`src/rtl/snapshot_sched.sv`:
```
// rtl/snapshot_sched.sv - round-robin scheduler sharing one snapshot transmitter among NUM_CH sources
//
// Ports:
//   clk, rst_n   : clock, asynchronous active-low reset
//   ss_req       : per-channel request strobes, buffer in ss_buff_in slice i
//   ovf_clr      : clears the sticky ovf and start_err flags
//   tx_idle      : transmitter idle indication
//   ss_tx_start  : one-cycle start pulse, ss_buff_out is stable around it
//   ss_buff_out  : buffer presented to the transmitter
//   grant_ch     : channel of the current/last frame
//   busy         : high whenever the FSM is not arbitrating
//   ovf          : sticky per-channel dropped-request flags
//   start_err    : sticky flag, transmitter did not leave idle after a start
module snapshot_sched #(
  parameter int NUM_CH         = 4,
  parameter int SAMPLE_WIDTH   = 16,
  parameter int NUM_TAPS       = 10,
  parameter int ABS_TIME_WIDTH = 32,
  parameter int SS_BUFF_SZ     = SAMPLE_WIDTH*NUM_TAPS+ABS_TIME_WIDTH,
  parameter int GAP_CYCLES     = 4,
  parameter int CH_W           = (NUM_CH > 1) ? $clog2(NUM_CH) : 1
) (
  input  logic                         clk,
  input  logic                         rst_n,
  input  logic [NUM_CH-1:0]            ss_req,
  input  logic [NUM_CH*SS_BUFF_SZ-1:0] ss_buff_in,
  input  logic                         ovf_clr,
  input  logic                         tx_idle,
  output logic                         ss_tx_start,
  output logic [SS_BUFF_SZ-1:0]        ss_buff_out,
  output logic [CH_W-1:0]              grant_ch,
  output logic                         busy,
  output logic [NUM_CH-1:0]            ovf,
  output logic                         start_err
);

  localparam int GAP_W = (GAP_CYCLES > 1) ? $clog2(GAP_CYCLES) : 1;

  typedef enum logic [2:0] {ARB, START, WAIT_BUSY, WAIT_IDLE, GAP} state_t;

  state_t                 state_q;
  logic [NUM_CH-1:0]      pending_q;
  logic [NUM_CH-1:0]      ovf_q;
  logic [SS_BUFF_SZ-1:0]  hold_q [NUM_CH];
  logic [CH_W-1:0]        last_grant_q;
  logic [CH_W-1:0]        grant_ch_q;
  logic [SS_BUFF_SZ-1:0]  buff_out_q;
  logic                   start_q;
  logic                   busy_q;
  logic                   start_err_q;
  logic [GAP_W-1:0]       gap_cnt_q;
  logic [1:0]             wb_cnt_q;

  logic                   win_vld;
  logic [CH_W-1:0]        win_ch;
  logic                   grant_now;
  logic [NUM_CH-1:0]      grant_vec;
  int                     idx;

  // Walk downwards so the last hit is the channel closest after last_grant.
  always_comb begin
    win_vld = 1'b0;
    win_ch  = '0;
    idx     = 0;
    for (int k = NUM_CH; k >= 1; k--) begin
      idx = int'(last_grant_q) + k;
      if (idx >= NUM_CH) idx = idx - NUM_CH;
      if (pending_q[CH_W'(idx)]) begin
        win_vld = 1'b1;
        win_ch  = CH_W'(idx);
      end
    end
  end

  always_comb begin
    grant_now = (state_q == ARB) && win_vld && tx_idle;
    grant_vec = '0;
    if (grant_now) grant_vec[win_ch] = 1'b1;
  end

  // Holding registers carry data only while pending is set, so they need no reset.
  always_ff @(posedge clk) begin
    for (int i = 0; i < NUM_CH; i++) begin
      if (ss_req[i] && (!pending_q[i] || grant_vec[i]))
        hold_q[i] <= ss_buff_in[i*SS_BUFF_SZ +: SS_BUFF_SZ];
    end
  end

  // A request landing on the granted channel is accepted: the old data is
  // already on its way into buff_out_q this same edge.
  always_ff @(posedge clk or negedge rst_n) begin
    if (!rst_n) begin
      pending_q <= '0;
      ovf_q     <= '0;
    end else begin
      for (int i = 0; i < NUM_CH; i++) begin
        if (ss_req[i] && (!pending_q[i] || grant_vec[i])) pending_q[i] <= 1'b1;
        else if (grant_vec[i])                             pending_q[i] <= 1'b0;

        if (ss_req[i] && pending_q[i] && !grant_vec[i]) ovf_q[i] <= 1'b1;
        else if (ovf_clr)                               ovf_q[i] <= 1'b0;
      end
    end
  end

  always_ff @(posedge clk or negedge rst_n) begin
    if (!rst_n) begin
      state_q      <= ARB;
      start_q      <= 1'b0;
      buff_out_q   <= '0;
      grant_ch_q   <= '0;
      busy_q       <= 1'b0;
      last_grant_q <= CH_W'(NUM_CH-1);
      gap_cnt_q    <= '0;
      wb_cnt_q     <= '0;
      start_err_q  <= 1'b0;
    end else begin
      start_q <= 1'b0;
      // A timeout set later in this block overrides the clear.
      if (ovf_clr) start_err_q <= 1'b0;
      unique case (state_q)
        ARB: begin
          if (grant_now) begin
            buff_out_q   <= hold_q[win_ch];
            grant_ch_q   <= win_ch;
            last_grant_q <= win_ch;
            start_q      <= 1'b1;
            busy_q       <= 1'b1;
            state_q      <= START;
          end
        end
        START: begin
          wb_cnt_q <= '0;
          state_q  <= WAIT_BUSY;
        end
        WAIT_BUSY: begin
          if (!tx_idle) begin
            state_q <= WAIT_IDLE;
          end else if (wb_cnt_q == 2'd3) begin
            // Transmitter never took the frame: flag it and drop the frame.
            start_err_q <= 1'b1;
            gap_cnt_q   <= '0;
            if (GAP_CYCLES == 0) begin
              state_q <= ARB;
              busy_q  <= 1'b0;
            end else begin
              state_q <= GAP;
            end
          end else begin
            wb_cnt_q <= wb_cnt_q + 2'd1;
          end
        end
        WAIT_IDLE: begin
          if (tx_idle) begin
            gap_cnt_q <= '0;
            if (GAP_CYCLES == 0) begin
              state_q <= ARB;
              busy_q  <= 1'b0;
            end else begin
              state_q <= GAP;
            end
          end
        end
        GAP: begin
          if (gap_cnt_q == GAP_W'(GAP_CYCLES-1)) begin
            state_q <= ARB;
            busy_q  <= 1'b0;
          end else begin
            gap_cnt_q <= gap_cnt_q + 1'b1;
          end
        end
        default: begin
          state_q <= ARB;
          busy_q  <= 1'b0;
        end
      endcase
    end
  end

  assign ss_tx_start = start_q;
  assign ss_buff_out = buff_out_q;
  assign grant_ch    = grant_ch_q;
  assign busy        = busy_q;
  assign ovf         = ovf_q;
  assign start_err   = start_err_q;

endmodule
```
`config.mk`:
```
export PLATFORM = sky130hd
export DESIGN_NAME = snapshot_sched
export DESIGN_NICKNAME = d
export VERILOG_FILES = /design/src/rtl/snapshot_sched.sv
export SDC_FILE = /design/constraint.sdc
export NUM_CORES = 1
export LEC_CHECK = 0
export BUFFER_PORTS_ARGS = -buffer_cell sky130_fd_sc_hd__buf_2
export CAP_MARGIN = 20
export CORE_AREA = 2 2 384 386
export CTS_CLUSTER_SIZE = 12
export DETAILED_ROUTE_END_ITERATION = 10
export DIE_AREA = 0 0 386 388
export GPL_ROUTABILITY_DRIVEN = 0
export GPL_TIMING_DRIVEN = 0
export HOLD_SLACK_MARGIN = 0.03
export PLACE_DENSITY = 0.54
export SLEW_MARGIN = 30
export SYNTH_ARGS = -nofsm -noshare
export SYNTH_HDL_FRONTEND = slang
export SYNTH_SLANG_ARGS = --single-unit
```
`constraint.sdc`:
```
create_clock -name clk -period 8.5 [get_ports clk]
set_input_delay 1.7 -clock clk [delete_from_list [all_inputs] [get_ports clk]]
set_output_delay 1.7 -clock clk [all_outputs]
set_load 0.02 [all_outputs]
```
# Yosys cells after proc, flatten, opt, wreduce, memory -nomap -nowiden
# Memory sizes are Yosys's and may differ from the RTL's. A register that Yosys moved wholly into a read port is not among the register bits.
# Index checks and enable logic that the tools add are counted.
# totals
wordCells	168
output_inout_bits	201
ff_bits	22
mem_count	1
mem_bits_rw	768
# classes
n_mux	71
n_lt_le_gt_ge	10
bitwise	1
reduce_logical	45
n_eq_ne	14
add_sub_neg	10
# memory_table
memory	depth	width	rd	rd_clocked_by_memory_dff	wr	line_no	text
hold_q	4	192	1	1	4	44	logic [SS_BUFF_SZ-1:0] hold_q [NUM_CH];
# op_table
cell	n
$mux W1	42
$mux W2	14
$reduce_bool A2 Y1	9
$lt A2 B4 Y1 const B	4
$logic_and A1 B1 Y1	15
$mux W3	5
$pmux W3 S5	1
$ne A2 B2 Y1 const B	7
$ge A3 B3 Y1 const B	3
$logic_not A1 Y1	9
$bmux W1 S2	4
$sub A2 B1 Y2 const B	4
$add A2 B2 Y3 const B	2
$eq A3 B2 Y1 const B	2
$pmux W2 S3	1
$reduce_and A3 Y1	2
$reduce_and A5 Y1	1
$add A2 B1 Y2 const B	2
$add A2 B3 Y4 const B	1
$eq A2 B2 Y1 const B	2
$ge A4 B3 Y1 const B	1
$logic_or A1 B1 Y1	4
$mux W4	1
$pmux W2 S2	1
other kinds (14)	14

# Logic depth before layout (Yosys ltp)
# Gate-level depths: netlist of run 1.
# depth
word_depth	19
ltp_mapped	9

# Least setup slack after synthesis of run 1
# Ideal clock, no wire load.
# synth_path
path_type	input to register
from	input tx_idle
to	memory hold_q[2][0] in the netlist's numbering, enable pin
path_buffers	2
arrival_time_ps	6914
setup_slack_ps	1010
setup_ps	575
stages	7
path_cell_list	nand4b_2 > inv_2 > buf_6 > nand2_4 > buf_6 > o21ai_0 > and2_1
# synth_rtl
item	line_no	text
start, declared	28	input logic tx_idle,
end, declared	44	

==> summary.txt, run 1 <==
Setup path
  • Crit Path Class: input port to flip-flop
  • Cells along the critical path: buf_2 > nand4b_2 > inv_2 > nand2b_2 > buf_4 > o21ai_0 > and2_4 > buf_12 > buf_12 > buf_16 > buf_12
  • Crit-path slowest cell: and2_4
  • Launching point of the worst reg2reg path: pending_q[0]$_DFFE_PN0P_
  • Worst R2R Setup Slack: 4.40 ns
  • CP Launch Type: input port
  • Crit path largest cell delay: 0.42 ns
  • Worst-path fanout max: 37
  • Worst R2R End: hold_q[0][89]$_DFFE_PP_
  • Critical Path AT: 4.65 ns
  • Critical Path RT: 8.90 ns
  • Worst r2r path cells: 11
  • CP endpoint kind: flip-flop
  • Critical Path Most Common Cell: buf_12

Timing
  • Slew Limit Headroom: 0.336
  • Clock Skews: 0.0301 ns
  • Final Max Slew Viols: 0
  • F_max: 235 MHz
  • Unrepaired setup endpoints after global routing: false
  • Final min period: 4.26 ns
  • Hold slack: 0.473 ns
  • Final worst slack: 4.24 ns
  • Measured slew at the worst slew-check pin: 0.990 ns
  • Final Cycle Share: 0.501
  • Setup violators final: 0
  • Setup_tns: 0 ns
  • Hold violation total from the final report: 0

Die
  • Core area: 145000 µm²
  • # IOs: 977
  • Initial core utilization: 0.260
  • DIE HEIGHT: 388 µm
  • Die Footprint: 150000 µm²
  • Rows: 140
  • Chip width: 386 µm

Synthesis
  • Main area contributors after synthesis: edfxtp_1 (61%), dfrtp_1 (14%), a211oi_1 (4.9%), a211oi_2 (4.6%), a31oi_1 (3.2%)
  • Mapped Cells: 2598
  • Top post-synthesis cells by count: edfxtp_1 (768), a211oi_1 (246), dfrtp_1 (212), inv_1 (206), nand2_1 (201)
  • Top-area cell type share of the netlist area: 0.612
  • Most frequent cell after synthesis: edfxtp_1
  • Avg Synthesized Cell Area: 14.5 µm²
  • Post-Syn Area: 37700 µm²
  • Distinct cells, synth: 42
  • Synthesized Nets: 3376
  • Synthesized-area fraction occupied by and/or/nand/nor cells: 0.0437
  • Synthesis Warnings: 0
  • Adder-cell share of the synthesized area: 0.000664
  • Sequential area share after synthesis: 0.754
  • Area leader, netlist: edfxtp_1
  • Compound-Gate Fraction of Synth Area: 0.156
  • Synth Register Bits: 982
  • Main combinational cell family by area after synthesis: compound AO/OA/AOI/OAI gates
  • XOR/XNOR Fraction of Synth Area: 0
  • Post-synth EDFFs: 768
  • Dominant synthesized flop cell: edfxtp_1
  • Multiplexer share of the synthesized area: 0.000830
  • Synth async-reset ratio: 0.218

Clock tree
  • Clock Latency Late Sink: 0.71 ns
  • CTS buffer count: 109
  • Post-CTS Resized: 0
  • Reg clk slew, reported paths: 0.06 ns
  • CTS root buffer: clkbuf_16
  • H-tree depth: 3
  • Setup bufs post-CTS: 0
  • CTS max path bufs: 3
  • CTS tree: built
  • CTS Sinks: 982
  • Hold Buf Count CTS: 0

Detailed routing
  • Per-cell routed wire length: 27.1 µm
  • Detailed Route WL: 157000 µm
  • Top layer in use: met5
  • Met2 wire len: 75100 µm
  • Met3 routed WL: 13600 µm
  • DRT antenna net count: 0
  • Met1 WL: 61500 µm
  • First-pass DRT Iterations: 6
  • Vias per cell: 4.78
  • Drt initial violations: 2464
  • DRC: 0
  • Via count: 27600

Finish
  • Sequential cell area: 28400 µm²
  • Area grow syn2layout: 30.9%
  • Fillers: 14400
  • Multi-input gate area: 7630 µm²
  • Nets: 4488
  • Share of cells above drive strength 1: 0.367

Run status
  • Status: finished clean

Worst hold path
  • HP Class: flip-flop to flip-flop
  • Hold wc startpoint: grant_ch[1]$_DFFE_PN0P_
  • WHS Endpoint: grant_ch[1]$_DFFE_PN0P_
  • Hold path depth: 2

Pwr
  • Max VDD drop: 187 µV
  • P_leak: 18.6 nW
  • Power Density: 357 nW/µm²

GRT
  • Antenna violations before repair: 83
  • All-Layer GR Usage: 0.202
  • Vias in the first global route: 27400
  • Global route overflow: 0
  • Largest net degree at the start of global routing: 64
  • First-pass GRT wire length: 211000 µm

Run
  • Maxcap violations: 0

Placement
  • Port bufs: 976
  • Dpl hpwl: 118000 µm
  • DP Worst Slack: 3.45 ns
[report_power, final]
part / leakage (nW) / switching [mW] / internal [mW]
logic: 7.57 / 4.49 / 1.80
clock network: 1.73 / 2.01 / 2.68
registers: 9.33 / 0.462 / 6.19
total: 18.6 / 6.96 / 10.7
[flip-flops by register name, indices dropped and copies added, names as in the netlist, 2 cells and up]
register and flops:
last_grant_q 2, pending_q 4, ovf 4, hold_q 768, grant_ch 2, state_q 3, ss_buff_out 192, wb_cnt_q 2
gap_cnt_q 2
[per-layer routing]
layer	GRT usage	up-vias
met5	0	-
met2	0.327	1407
met1	0.253	13800
li1	-	12100
met3	0.0552	324
met4	0.0830	26
[logic make-up (layout without fill, tap and decap cells)]
group	count (synthesis)	count (layout)
simple gates	420	420
buf+inv	398	1606
flops	982	982
mux	3	3
fa+ha+maj	2	2
compound gates	793	793
other cells	0	57
[per-stage QoR]
| step | cells | cell area (µm²) | power [mW] | util |
|---|---|---|---|---|
| final | 5780 | 49400 | 17.6 | 0.340 |
| after global routing | 5769 | 49300 | 18.4 | 0.340 |
| after CTS | 5723 | 49200 | 17.8 | 0.339 |
| after detailed placement | 5516 | 45700 | 13.1 | 0.315 |
| after global placement | 5491 | 45000 | 13.1 | 0.310 |
| after floorplan | 2598 | 37700 | 10.2 | - |
[cell type report]
| cell class | instances | share of cell area |
|---|---|---|
| flip-flops and latches | 982 | 0.576 |
| well taps | 1917 | 0.0486 |
| clock inverters | 50 | 0.00915 |
| clock buffers | 157 | 0.0626 |
| multi-input cells | 1218 | 0.154 |
| diodes | 57 | 0.00289 |
| plain buffers | 191 | 0.0187 |
| inverters | 207 | 0.0157 |
| repair buffers | 1001 | 0.112 |
[cell usage in the layout (no fill, tap or decap), types with 5 or more instances in the layout]
master,Yosys,final
buf_2,35,1010
edfxtp_1,768,768
a211oi_1,246,242
dfrtp_1,212,212
inv_1,206,206
nand2_1,201,201
nor2_1,199,199
a21oi_1,194,194
a31oi_1,192,192
clkbuf_1,128,146
a211oi_2,138,142
clkbuf_16,0,109
diode_2,0,57
buf_16,0,19
clkbuf_8,0,18
clkinv_2,0,17
buf_4,15,15
clkinv_1,0,13
clkbuf_2,0,12
buf_6,10,10
o21ai_0,9,9
buf_12,1,7
o22ai_1,7,7
inv_6,0,6
clkinvlp_4,0,5
bufinv_16,0,5
[worst max-delay path by stage]
stage	start	endpoint	slack (ns)	depth (start not counted)
global placement	tx_idle	hold_q[1][99]$_DFFE_PP_	-4.08	7
floorplan	tx_idle	hold_q[2][0]$_DFFE_PP_	1.01	7
detailed placement	tx_idle	hold_q[0][89]$_DFFE_PP_	3.45	11
finish	tx_idle	hold_q[0][89]$_DFFE_PP_	4.24	11
CTS	pending_q[0]$_DFFE_PN0P_	hold_q[0][89]$_DFFE_PP_	4.21	11
global route	pending_q[0]$_DFFE_PN0P_	hold_q[0][89]$_DFFE_PP_	3.97	11
[worst max-delay path, delay by kind of cell]
kind | cells | cell delay (ns)
buffers and inverters | 7 | 1.54
and+or+nand+nor | 3 | 0.88
AOI/OAI and AO/OA | 1 | 0.36
(Power assumes the default switching activity.)
==> run 2: changes to the inputs <==
Clock period 8.5 ns to 4.1 ns, I/O delays scaled along.
==> run 2 against run 1 <==
Compared with the run above:
- final cell count is 0.40% higher
- register-to-register slack worse by 4.2 ns
- wire length is 0.22% higher
- non-clock buffer count is 10 higher
- flip-flop and latch count stayed put
- first-iteration DRC count is 0.85% lower
- clock power is 120% higher
- cell area is 0.46% higher
- critical endpoint is now hold_q[2][177]$_DFFE_PP_
- largest power group unchanged
==> summary.txt, run 2 (same netlist as run 1, synthesis figures left out) <==
GRT
  • Global route overflow: 0 (unchanged)
  • Vias in the first global route: 27600 (+0.55%)
  • GR Util met1: 0.258 (+0.00419)
  • GR Util met2: 0.324 (-0.00296)
  • Met3 Track Usage GR: 0.0495 (-0.00566)
  • All-Layer GR Usage: 0.202 (+0.000434)
  • Largest net degree at the start of global routing: 64 (unchanged)
  • First-pass GRT wire length: 212000 µm (+0.22%)
  • GRT busiest layer: met2
  • Antenna violations before repair: 104 (+25%)

Pwr
  • Switching Share: 0.393 (-0.00190)
  • P_leak: 18.7 nW (+0.64%)
  • Comb pwr share: 0.352 (-0.005)
  • Power Density: 743 nW/µm² (+110%)
  • Cell-internal power: 22.4 mW (+110%)
  • Max VDD drop: 402 µV (+110%)
  • Tot Pwr: 36.9 mW (+110%)
  • Clock power share: 0.274 (+0.008)
  • Sequential share of power: 0.374 (-0.003)
  • Switching component of the power: 14.5 mW (+110%)

Clock tree
  • Clock Latency Late Sink: 0.72 ns (about the same)
  • H-tree depth: 3 (unchanged)
  • CTS buffer count: 111 (+1.8%)
  • CTS max path bufs: 3 (unchanged)
  • CTS Sinks: 982 (unchanged)
  • Reg clk slew, reported paths: 0.06 ns (about the same)
  • CTS root buffer: clkbuf_16
  • CTS tree: built

Placement
  • Placement-stage cell area: 45600 µm² (about the same)
  • Placed cell count: 5516 (unchanged)
  • DP Worst Slack: -0.301 ns (-3.75 ns)
  • Dpl hpwl: 118000 µm (+0.57%)
  • Port bufs: 976 (unchanged)

Finish
  • Fillers: 14500 (+0.13%)
  • Commonest non-fill, non-tap cell in the layout: buf_2
  • Area grow syn2layout: 31.5%
  • Max reg flops: 768 (unchanged)
  • Share of cells above drive strength 1: 0.369 (+0.00225)
  • Most frequent cells in the layout: buf_2 (1010), edfxtp_1 (768), a211oi_1 (243)
  • Final cell count without fillers: 5803 (+0.40%)
  • Final core occ: 0.341 (+0.00155)
  • Biggest register: hold_q
  • Design area: 49600 µm² (+0.46%)
  • Nets: 4501 (+0.29%)

Detailed routing
  • Drt initial violations: 2443 (-0.85%)
  • Via count: 27700 (+0.14%)
  • DRT antenna net count: 0 (unchanged)
  • Vias per cell: 4.77 (-0.25%)
  • Detailed Route WL: 157000 µm (+0.22%)
  • Per-cell routed wire length: 27.1 µm (-0.18%)
  • First-pass DRT Iterations: 6 (unchanged)
  • DRC: 0 (unchanged)

Die
  • DIE HEIGHT: 388 µm (unchanged)
  • Chip width: 386 µm (unchanged)
  • # IOs: 977 (unchanged)
  • Die Footprint: 150000 µm² (unchanged)
  • Core area: 145000 µm² (unchanged)
  • Rows: 140 (unchanged)
  • Initial core utilization: 0.260 (unchanged)

Setup path
  • Crit Path Class: flip-flop to flip-flop
  • CP endpoint kind: flip-flop
  • CP Launch Type: flip-flop
  • Critical Path AT: 4.25 ns (-0.40 ns)
  • Critical Path RT: 4.48 ns (-4.42 ns)
  • Worst-path fanout max: 37 (unchanged)

Timing
  • Clock Skews: 0.0428 ns (+0.0128 ns)
  • Final Max Slew Viols: 0 (unchanged)
  • F_max: 259 MHz
  • Final min period: 3.86 ns
  • Setup violators final: 0 (unchanged)
  • Slew Limit Headroom: 0.335 (-0.00115)
  • Hold violation total from the final report: 0 (unchanged)
  • Final worst slack: 0.239 ns (-4.01 ns)
  • Measured slew at the worst slew-check pin: 0.991 ns (+0.00171 ns)
  • Final Cycle Share: 0.942

Run
  • Maxcap violations: 0 (unchanged)

Run status
  • Status: finished clean

Worst hold path
  • HP Class: input port to flip-flop
==> run 2: worst paths after layout <==
kind	startpoint	to	slack, ns	cells after the start
min in group asynchronous	rst_n	ss_buff_out[16]$_DFFE_PN0P_	0.60	2
hold reg to reg	busy$_DFFE_PN0P_	busy$_DFFE_PN0P_	0.48	2
max in group asynchronous	rst_n	ss_buff_out[126]$_DFFE_PN0P_	2.31	4
setup / recovery	state_q[0]$_DFFE_PN0P_	hold_q[2][177]$_DFFE_PP_	0.24	11
hold / removal	ss_buff_in[372]	hold_q[1][180]$_DFFE_PP_	0.27	1
setup reg to reg	state_q[0]$_DFFE_PN0P_	hold_q[2][177]$_DFFE_PP_	0.24	11
==> run 2: through the flow <==
step | hold WS [ns] | TNS, ns
2_1_floorplan | 0.491 | 0
3_3_place_gp | 0.464 | -1766.92
3_5_place_dp | 0.472 | -26.44
4_1_cts | 0.179 | 0
5_1_grt | 0.204 | -0.0195
6_report | 0.267 | 0
==> run 2: repair_timing <==
item	in CTS	in global routing
hold buffers	1	0
endpoints found under the setup margin	261	131
cloned	0	1
pin swaps	0	2
setup buffers	0	9
hold endpoints to repair	41	0
resized for setup	3	3
==> run 2: area by class of cell <==
| class | instances | area [µm²] | share of cell area |
|---|---|---|---|
| plain buffers | 191 | 921 | 0.0186 |
| repair buffers | 1011 | 5590 | 0.113 |
| clock inverters | 50 | 546 | 0.0110 |
| multi-input cells | 1219 | 7650 | 0.154 |
| flip-flops and latches | 982 | 28400 | 0.573 |
| inverters | 207 | 777 | 0.0157 |
| diodes | 68 | 170 | 0.00343 |
| clock buffers | 158 | 3130 | 0.0630 |
| well taps | 1917 | 2400 | 0.0484 |
==> run 2: worst max-delay path, cell delays in order (launching register included) <==
cell and delay [ns]:
dfrtp_1 0.45, nor2_1 0.33, nand4b_4 0.29, inv_2 0.15, buf_6 0.18, nand2_4 0.15
buf_6 0.21, o21ai_1 0.42, and2_4 0.42, buf_12 0.27, buf_16 0.27, buf_16 0.26
==> run 2: power groups by stage <==
stage	registers (mW)	logic (mW)	clock network, mW
2_1_floorplan	14.9	6.02	0
3_3_place_gp	14.0	12.7	0
3_5_place_dp	13.9	13.0	0
4_1_cts	13.8	13.1	10.3
5_1_grt	13.9	13.8	10.7
6_report	13.8	13.0	10.1
==> run 2: layer usage <==
| layer | share of wire | vias up |
|---|---|---|
| met5 | 0.0016 | - |
| met1 | 0.40 | 13800 |
| met2 | 0.48 | 1380 |
| met3 | 0.078 | 363 |
| li1 | - | 12100 |
| met4 | 0.044 | 40 |
